File: src/rtl/user_softreg_responder_pkg.sv
// Shared types for the user soft-register responder.
//   ShellTypes   : soft-register request/response structs used by the shell.
//   UserRegTypes : control-register offsets (relative to the first control slot,
//                  which sits right after the NUM_CFG config registers) and the
//                  application FSM state enum.

package ShellTypes;

   typedef struct packed {
      logic        valid;
      logic        isWrite;
      logic [31:0] addr;
      logic [63:0] data;
   } SoftRegReq;

   typedef struct packed {
      logic        valid;
      logic [63:0] data;
   } SoftRegResp;

endpackage

package UserRegTypes;

   // Control slots follow the config block: offset = NUM_CFG + <Rel>.
   localparam int unsigned DoorbellRel  = 0;
   localparam int unsigned StatusRel    = 1;
   localparam int unsigned LastRunRel   = 2;
   localparam int unsigned ErrCountRel  = 3;
   localparam int unsigned NumCtrlRegs  = 4;

   typedef enum logic [0:0] {
      StIdle,
      StRun
   } app_state_e;

endpackage

File: src/rtl/user_softreg_responder_if.sv
// Soft-register bus between the shell (master) and the user responder (slave).
//   req  : request from the manager (valid, isWrite, addr, data)
//   resp : read response back to the manager (valid, data)

interface user_softreg_responder_if;
   import ShellTypes::*;

   SoftRegReq  req;
   SoftRegResp resp;

   modport master (output req, input  resp);
   modport slave  (input  req, output resp);

endinterface

File: src/rtl/user_softreg_responder_rd_pipe.sv
// Two-stage read-response pipeline: a read accepted in cycle N appears on the
// outputs in cycle N+2. Data is forced to zero in any stage whose valid is low.
// Ports:
//   clk, rst  : clock, synchronous active-high reset (flushes both stages)
//   i_valid   : read accepted this cycle
//   i_data    : read data sampled this cycle
//   o_valid   : response valid (registered)
//   o_data    : response data (registered, zero when not valid)

module softreg_rd_pipe (
   input  logic        clk,
   input  logic        rst,
   input  logic        i_valid,
   input  logic [63:0] i_data,
   output logic        o_valid,
   output logic [63:0] o_data
);

   logic        r_valid_s1;
   logic        r_valid_s2;
   logic [63:0] r_data_s1;
   logic [63:0] r_data_s2;

   always_ff @(posedge clk) begin
      if (rst) begin
         r_valid_s1 <= 1'b0;
         r_valid_s2 <= 1'b0;
         r_data_s1  <= '0;
         r_data_s2  <= '0;
      end else begin
         r_valid_s1 <= i_valid;
         r_data_s1  <= i_valid ? i_data : '0;
         r_valid_s2 <= r_valid_s1;
         r_data_s2  <= r_data_s1;
      end
   end

   assign o_valid = r_valid_s2;
   assign o_data  = r_data_s2;

endmodule

File: src/rtl/user_softreg_responder.sv
// User soft-register responder: NUM_CFG R/W config registers, a doorbell that
// starts/aborts an application run, and read-only status/statistics registers.
// Ports:
//   clk, rst       : clock, synchronous active-high reset
//   softreg        : soft-register bus (slave side)
//   o_cfg_regs     : config register contents, entry i at offset i
//   o_start_pulse  : one-cycle application start strobe
//   o_app_busy     : high while a run is in progress
//   i_app_done     : application completion strobe
//   i_app_status   : live application status word

module user_softreg_responder
   import ShellTypes::*;
   import UserRegTypes::*;
#(
   parameter int unsigned BASE_ADDR = 200,
   parameter int unsigned NUM_CFG   = 8
) (
   input  logic                       clk,
   input  logic                       rst,
   user_softreg_responder_if.slave    softreg,
   output logic [NUM_CFG-1:0][63:0]   o_cfg_regs,
   output logic                       o_start_pulse,
   output logic                       o_app_busy,
   input  logic                       i_app_done,
   input  logic [63:0]                i_app_status
);

   localparam int unsigned CfgIdxW = (NUM_CFG > 1) ? $clog2(NUM_CFG) : 1;

   app_state_e                 r_state;
   logic                       r_busy;
   logic                       r_start_pulse;
   logic [63:0]                r_cycle_cnt;
   logic [63:0]                r_last_run;
   logic [31:0]                r_run_count;
   logic [31:0]                r_err_count;
   logic [NUM_CFG-1:0][63:0]   r_cfg;

   logic                       w_in_range;
   logic [31:0]                w_off;
   logic [CfgIdxW-1:0]         w_cfg_idx;
   logic                       w_is_cfg;
   logic                       w_is_db;
   logic                       w_is_status;
   logic                       w_is_last_run;
   logic                       w_is_err;
   logic                       w_is_unmapped_hi;
   logic                       w_wr;
   logic                       w_rd;
   logic                       w_start_req;
   logic                       w_abort_req;
   logic                       w_err_evt;
   logic [63:0]                w_rd_data;
   logic                       w_resp_valid;
   logic [63:0]                w_resp_data;

   // Address decode; everything below BASE_ADDR is unmapped and silent.
   assign w_in_range       = softreg.req.addr >= BASE_ADDR;
   assign w_off            = softreg.req.addr - BASE_ADDR;
   assign w_cfg_idx        = w_off[CfgIdxW-1:0];
   assign w_is_cfg         = w_in_range && (w_off < NUM_CFG);
   assign w_is_db          = w_in_range && (w_off == NUM_CFG + DoorbellRel);
   assign w_is_status      = w_in_range && (w_off == NUM_CFG + StatusRel);
   assign w_is_last_run    = w_in_range && (w_off == NUM_CFG + LastRunRel);
   assign w_is_err         = w_in_range && (w_off == NUM_CFG + ErrCountRel);
   assign w_is_unmapped_hi = w_in_range && (w_off >= NUM_CFG + NumCtrlRegs);

   assign w_wr        = softreg.req.valid && softreg.req.isWrite;
   assign w_rd        = softreg.req.valid && !softreg.req.isWrite;
   assign w_start_req = w_wr && w_is_db && softreg.req.data[0];
   assign w_abort_req = w_wr && w_is_db && softreg.req.data[1];

   assign w_err_evt = w_wr && (((w_is_db && softreg.req.data[0]) && (r_state == StRun)) ||
                               (w_is_cfg && (r_state == StRun)) ||
                               w_is_status || w_is_last_run || w_is_err ||
                               w_is_unmapped_hi);

   // Read mux over current register state; unmapped addresses read as zero.
   always_comb begin
      w_rd_data = '0;
      if (w_is_cfg) begin
         w_rd_data = r_cfg[w_cfg_idx];
      end else if (w_is_db) begin
         w_rd_data = {r_busy, 31'b0, r_run_count};
      end else if (w_is_status) begin
         w_rd_data = i_app_status;
      end else if (w_is_last_run) begin
         w_rd_data = r_last_run;
      end else if (w_is_err) begin
         w_rd_data = {32'b0, r_err_count};
      end
   end

   // Config writes are dropped while a run is in progress.
   always_ff @(posedge clk) begin
      if (rst) begin
         r_cfg       <= '0;
         r_err_count <= '0;
      end else begin
         if (w_wr && w_is_cfg && (r_state == StIdle)) begin
            r_cfg[w_cfg_idx] <= softreg.req.data;
         end
         if (w_err_evt && (r_err_count != '1)) begin
            r_err_count <= r_err_count + 32'd1;
         end
      end
   end

   // Application run FSM with registered strobe/busy outputs.
   always_ff @(posedge clk) begin
      if (rst) begin
         r_state       <= StIdle;
         r_busy        <= 1'b0;
         r_start_pulse <= 1'b0;
         r_cycle_cnt   <= '0;
         r_last_run    <= '0;
         r_run_count   <= '0;
      end else begin
         r_start_pulse <= 1'b0;
         case (r_state)
            StIdle: begin
               if (w_start_req) begin
                  r_state       <= StRun;
                  r_busy        <= 1'b1;
                  r_start_pulse <= 1'b1;
                  r_cycle_cnt   <= '0;
               end
            end
            StRun: begin
               if (r_cycle_cnt != '1) begin
                  r_cycle_cnt <= r_cycle_cnt + 64'd1;
               end
               // Abort wins over a simultaneous completion.
               if (w_abort_req) begin
                  r_state <= StIdle;
                  r_busy  <= 1'b0;
               end else if (i_app_done) begin
                  r_last_run  <= r_cycle_cnt;
                  r_run_count <= r_run_count + 32'd1;
                  r_state     <= StIdle;
                  r_busy      <= 1'b0;
               end
            end
            default: begin
               r_state <= StIdle;
               r_busy  <= 1'b0;
            end
         endcase
      end
   end

   softreg_rd_pipe u_rd_pipe (
      .clk     (clk),
      .rst     (rst),
      .i_valid (w_rd),
      .i_data  (w_rd_data),
      .o_valid (w_resp_valid),
      .o_data  (w_resp_data)
   );

   assign softreg.resp.valid = w_resp_valid;
   assign softreg.resp.data  = w_resp_data;

   assign o_cfg_regs    = r_cfg;
   assign o_start_pulse = r_start_pulse;
   assign o_app_busy    = r_busy;

endmodule

File: src/flat_wrapper.sv
// flat-port wrapper written by rule: the top's interface ports become plain ports
module user_softreg_responder_flat import ShellTypes::*; import UserRegTypes::*;
#(
   parameter int unsigned BASE_ADDR = 200,
   parameter int unsigned NUM_CFG   = 8
)
  (clk, rst, o_cfg_regs, o_start_pulse, o_app_busy, i_app_done, i_app_status, softreg_req, softreg_resp);
  user_softreg_responder_if softreg_i ();
  input  logic clk;
  input  logic rst;
  output logic [NUM_CFG-1:0][63:0] o_cfg_regs;
  output logic o_start_pulse;
  output logic o_app_busy;
  input  logic i_app_done;
  input  logic [63:0] i_app_status;
  input wire logic [$bits(softreg_i.req)-1:0] softreg_req;
  output wire logic [$bits(softreg_i.resp)-1:0] softreg_resp;
  assign softreg_i.req = softreg_req;
  assign softreg_resp = softreg_i.resp;
  user_softreg_responder #(.BASE_ADDR(BASE_ADDR), .NUM_CFG(NUM_CFG)) u_core (.clk(clk), .rst(rst), .softreg(softreg_i), .o_cfg_regs(o_cfg_regs), .o_start_pulse(o_start_pulse), .o_app_busy(o_app_busy), .i_app_done(i_app_done), .i_app_status(i_app_status));
endmodule
File: config.mk
export PLATFORM = sky130hd
export DESIGN_NAME = user_softreg_responder_flat
export DESIGN_NICKNAME = d
export VERILOG_FILES = /design/src/rtl/user_softreg_responder_pkg.sv /design/src/rtl/user_softreg_responder_if.sv /design/src/rtl/user_softreg_responder_rd_pipe.sv /design/src/rtl/user_softreg_responder.sv /design/src/flat_wrapper.sv
export SDC_FILE = /design/constraint.sdc
export NUM_CORES = 2
export LEC_CHECK = 0
export CAP_MARGIN = 20
export CORE_ASPECT_RATIO = 0.5
export CORE_MARGIN = 3
export CORE_UTILIZATION = 50
export CTS_CLUSTER_SIZE = 10
export DETAILED_ROUTE_END_ITERATION = 8
export PLACE_DENSITY = 0.78
export SETUP_SLACK_MARGIN = 0.2
export SLEW_MARGIN = 10
export SYNTH_ARGS = -nofsm -noshare
export SYNTH_HDL_FRONTEND = slang
export SYNTH_SLANG_ARGS = --single-unit
File: constraint.sdc
create_clock -name clk -period 7.4 [get_ports clk]
set_input_delay 1.48 -clock clk [delete_from_list [all_inputs] [get_ports clk]]
set_output_delay 1.48 -clock clk [all_outputs]
set_load 0.02 [all_outputs]
==> key figures <==
Run status
  • Outcome: completed

Logic synthesis
  • Post-synthesis simple-gate area fraction: 22.83%
  • Mapped Cells: 4,403
  • Post-synth EDFFs: 0
  • Flop and latch count out of synthesis: 837
  • Multiplexer area fraction after synthesis: 10.92%
  • Primary FF master, synth: dfxtp_1
  • Adder-Cell Fraction of Synth Area: 0.2036%
  • Ys async rst share: 0%
  • Post-Syn Nets: 4,574
  • Post-Syn Area per Cell: 8.376 sq um
  • Largest family of logic cells by synthesized area: simple AND/OR/NAND/NOR gates
  • Distinct cells, synth: 71
  • Synth Area in Compound Gates: 15.30%
  • Sequential cell area fraction in the yosys report: 45.44%
  • Post-Syn Area: 36,880 sq um
  • Yosys warnings: 0
  • Synth Area in XOR/XNOR: 0.2137%

Routing
  • DRT antenna net count: 0
  • Routed vias/inst: 6.392
  • Number of remaining DRC errors: 0
  • Initial DRC count: 5,356
  • Via count: 37.53k
  • Total wire length: 161,400 um
  • Wire per inst: 27.48 um
  • Drt pass-1 iters: 6

CTS
  • Hold_buf cts: 0
  • CTS resizes: 0
  • Cts bufs inserted: 93
  • Clock Latency Late Sink: 0.67 ns
  • CTS max path bufs: 3
  • H-tree depth: 3
  • CTS tree: yes
  • CTS Sinks: 837
  • Root Buffer: clkbuf_16
  • Post CTS Setup Buffer Count: 0
  • Clk slew on worst S/H paths: 0.06 ns

Power
  • Pwr dens: 193.1 nW/um^2
  • Maximum VDD drop: 0.1653 mV
  • Final Power: 9.041 mW
  • P_leak: 14.88 nW

Die
  • Top Ports: 744
  • Die Width: 390.1 um
  • Core Region: 72,000 sq um
  • Initial Util: 51.22%
  • Die height: 198.0 um
  • Die ar.: 77,250 sq um
  • Num rows: 69

GRT
  • Met2 Use GR: 58.92%
  • Met1 usage: 51.66%
  • Vias in the first global route: 34.29k
  • Gr busiest metal: met2
  • Remaining Overflow, GRT: 0
  • Initial antenna violation count: 32
  • Global-route wire length before repair: 230,900 um
  • GR met3 Demand/Resource: 13.14%
  • Largest net degree at the start of global routing: 222
  • GR Util All Layers: 39.89%

Finish
  • Layout cells sized above 1: 7.388%
  • # nets final: 5,064
  • Multi-input logic area: 18,340 sq um
  • Fin cells: 5,872
  • Final non-filler cell area: 46,810 sq um
  • Area grow syn2layout: 26.93%
  • Register Area: 16,760 sq um
  • FILL cells: 6,004
  • Core Util, Final: 65.01%

STA
  • Period minus WS final: 5.664 ns
  • Worst Clk Skew: 0.02621 ns
  • Final setup vio count: 0
  • Crit share post-route: 76.54%
  • Worst slew pin tran: 1.172 ns
  • Worst hold slack: 0.4343 ns
  • Final Hold Viols: 0
  • Max-slew headroom: 21.86%
  • Fmax: 176.6 MHz
  • Slew Viols, Final: 0
  • Setup TNS Final: 0 ns
  • RSZ-0062 raised after global routing: no
  • Setup slack after layout: 1.736 ns

Placed design
  • DP Worst Slack: 1.177 ns
  • Dpl hpwl: 110,500 um
  • Cells after DPL: 5,754
  • Gpl congestion: 1.013
  • DP Area: 44,290 sq um
  • # port buffers: 743

Worst setup path
  • CP max FO: 41
  • Startpoint class of the critical path: input port
  • Slowest cell on the critical path: or4_2
  • CP Capture Type: flop
  • CP Data Required Time: 7.89 ns
  • Critical path arrival: 6.15 ns
  • Crit path kind: in -> reg
  • Max stage delay on crit path: 1.11 ns
  • Crit-path cells: clkdlybuf4s50_1 -> inv_1 -> ha_1 -> nor2b_1 -> o211ai_1 -> o31ai_1 -> a31oi_1 -> or4_1 -> or4_2 -> buf_4 -> nand2_1 -> a21oi_1

Run
  • Max cap viols: 0

Hold path
  • Min-delay worst type: reg -> reg
-- registers in the layout, indices dropped and copies added (netlist names) --
signal	flops
u_core.u_rd_pipe.o_data	64
u_core.u_rd_pipe.o_valid	1
u_core.o_start_pulse	1
u_core.o_app_busy	1
u_core.o_cfg_regs	512
u_core.r_err_count	32
u_core.r_run_count	32
u_core.r_last_run	64
u_core.u_rd_pipe.r_valid_s1	1
u_core.r_state	1
u_core.u_rd_pipe.r_data_s1	64
u_core.r_cycle_cnt	64
-- cells in the final DEF, fill, tap and decap left out, types with 11 or more instances in the layout --
cell / n
o21a_1: 13
buf_4: 46
a32oi_1: 30
o31ai_1: 36
nor4_1: 24
a22oi_1: 14
nand4_1: 38
a221oi_1: 16
a211oi_1: 18
nor2_1: 81
nand3_1: 73
and2_1: 12
inv_1: 16
a22o_1: 11
mux2i_1: 112
nand2b_1: 18
or3_1: 65
mux4_2: 92
and3_1: 22
a221o_1: 11
diode_2: 14
nand2_1: 1296
mux2_2: 74
clkbuf_16: 96
o211ai_1: 16
and4_1: 15
dfxtp_1: 837
nor2b_1: 82
a31oi_1: 11
clkdlybuf4s50_1: 739
o21ai_0: 89
a21oi_1: 667
or4_1: 53
nor3_1: 31
-- kinds of logic (layout without fill, tap and decap cells) --
| group | count (synthesis) | in the layout |
|---|---|---|
| simple gates | 1870 | 1870 |
| compound gates | 983 | 983 |
| flops | 837 | 837 |
| buf+inv | 420 | 917 |
| mux | 278 | 278 |
| xor+xnor | 9 | 9 |
| fa+ha+maj | 6 | 6 |
| other cells | 0 | 14 |
-- worst max-delay path: cells and delay by family --
kind | cells | cell delay [ns]
simple gates | 4 | 2.48
buf+inv | 3 | 1.16
compound gates | 4 | 0.73
fa+ha+maj | 1 | 0.24
-- synth_stat cells, drive strengths merged, types with 5 or more instances --
library cell	instances	share of area, %
nor2b	83	1.4
a22oi	14	0.28
inv	17	0.17
a211oi	18	0.37
mux2	74	2.3
and3	23	0.39
o211ai	16	0.33
and4	16	0.38
a221o	11	0.30
dfxtp	837	45
nor4b	6	0.14
nand2b	18	0.31
o2111ai	8	0.19
a31oi	11	0.19
xor2	5	0.12
a21oi	667	9.1
nand2	1296	13
nand3	73	0.99
nor3b	6	0.12
o31ai	36	0.73
ha	6	0.20
or2	6	0.10
nor4	34	0.85
or4b	5	0.15
a32oi	30	0.71
and2	14	0.24
nand3b	5	0.10
buf	132	2.2
nor2	82	0.83
a22o	11	0.26
o21a	13	0.26
o31a	6	0.14
mux2i	112	3.0
mux4	92	5.6
o21ai	89	1.2
nand4	38	0.64
nor3	35	0.53
o22ai	5	0.085
or3	65	1.1
o41ai	8	0.19
clkbuf	271	2.8
or4	59	1.2
a221oi	16	0.38
-- final timing paths --
check / from / end / slack (ns) / depth (start not counted)
worst max-delay path: softreg_req[68] / u_core.o_cfg_regs[80] / 1.74 / 12
worst min-delay path: u_core.u_rd_pipe.r_data_s1[33] / u_core.u_rd_pipe.o_data[33] / 0.43 / 1
worst max register to register: u_core.r_cycle_cnt[3] / u_core.r_cycle_cnt[1] / 3.40 / 9
worst min register to register: u_core.u_rd_pipe.r_data_s1[33] / u_core.u_rd_pipe.o_data[33] / 0.43 / 1
-- routing by layer --
| metal | share of wire, % | wire length [um] |
|---|---|---|
| met4 | 6.8 | 10940 |
| met5 | 0.25 | 403 |
| met1 | 38 | 61010 |
| met3 | 13 | 20410 |
| met2 | 43 | 68610 |
-- cell type report --
class	instances	share of cell area [%]
antenna	14	0.07484
clock buffer	99	5.156
clock inverter	3	0.09622
inverter	17	0.1390
multi-input combinational	3146	39.17
sequential	837	35.80
tap	958	2.561
timing repair buffer	798	17.01
-- report_power, final --
part | switching (mW) | leakage [nW] | internal (mW)
sequential | 0.00137 | 6.74 | 4.51
clock | 1.83 | 1.21 | 2.28
combinational | 0.284 | 6.93 | 0.143
(Power assumes the default switching activity.)
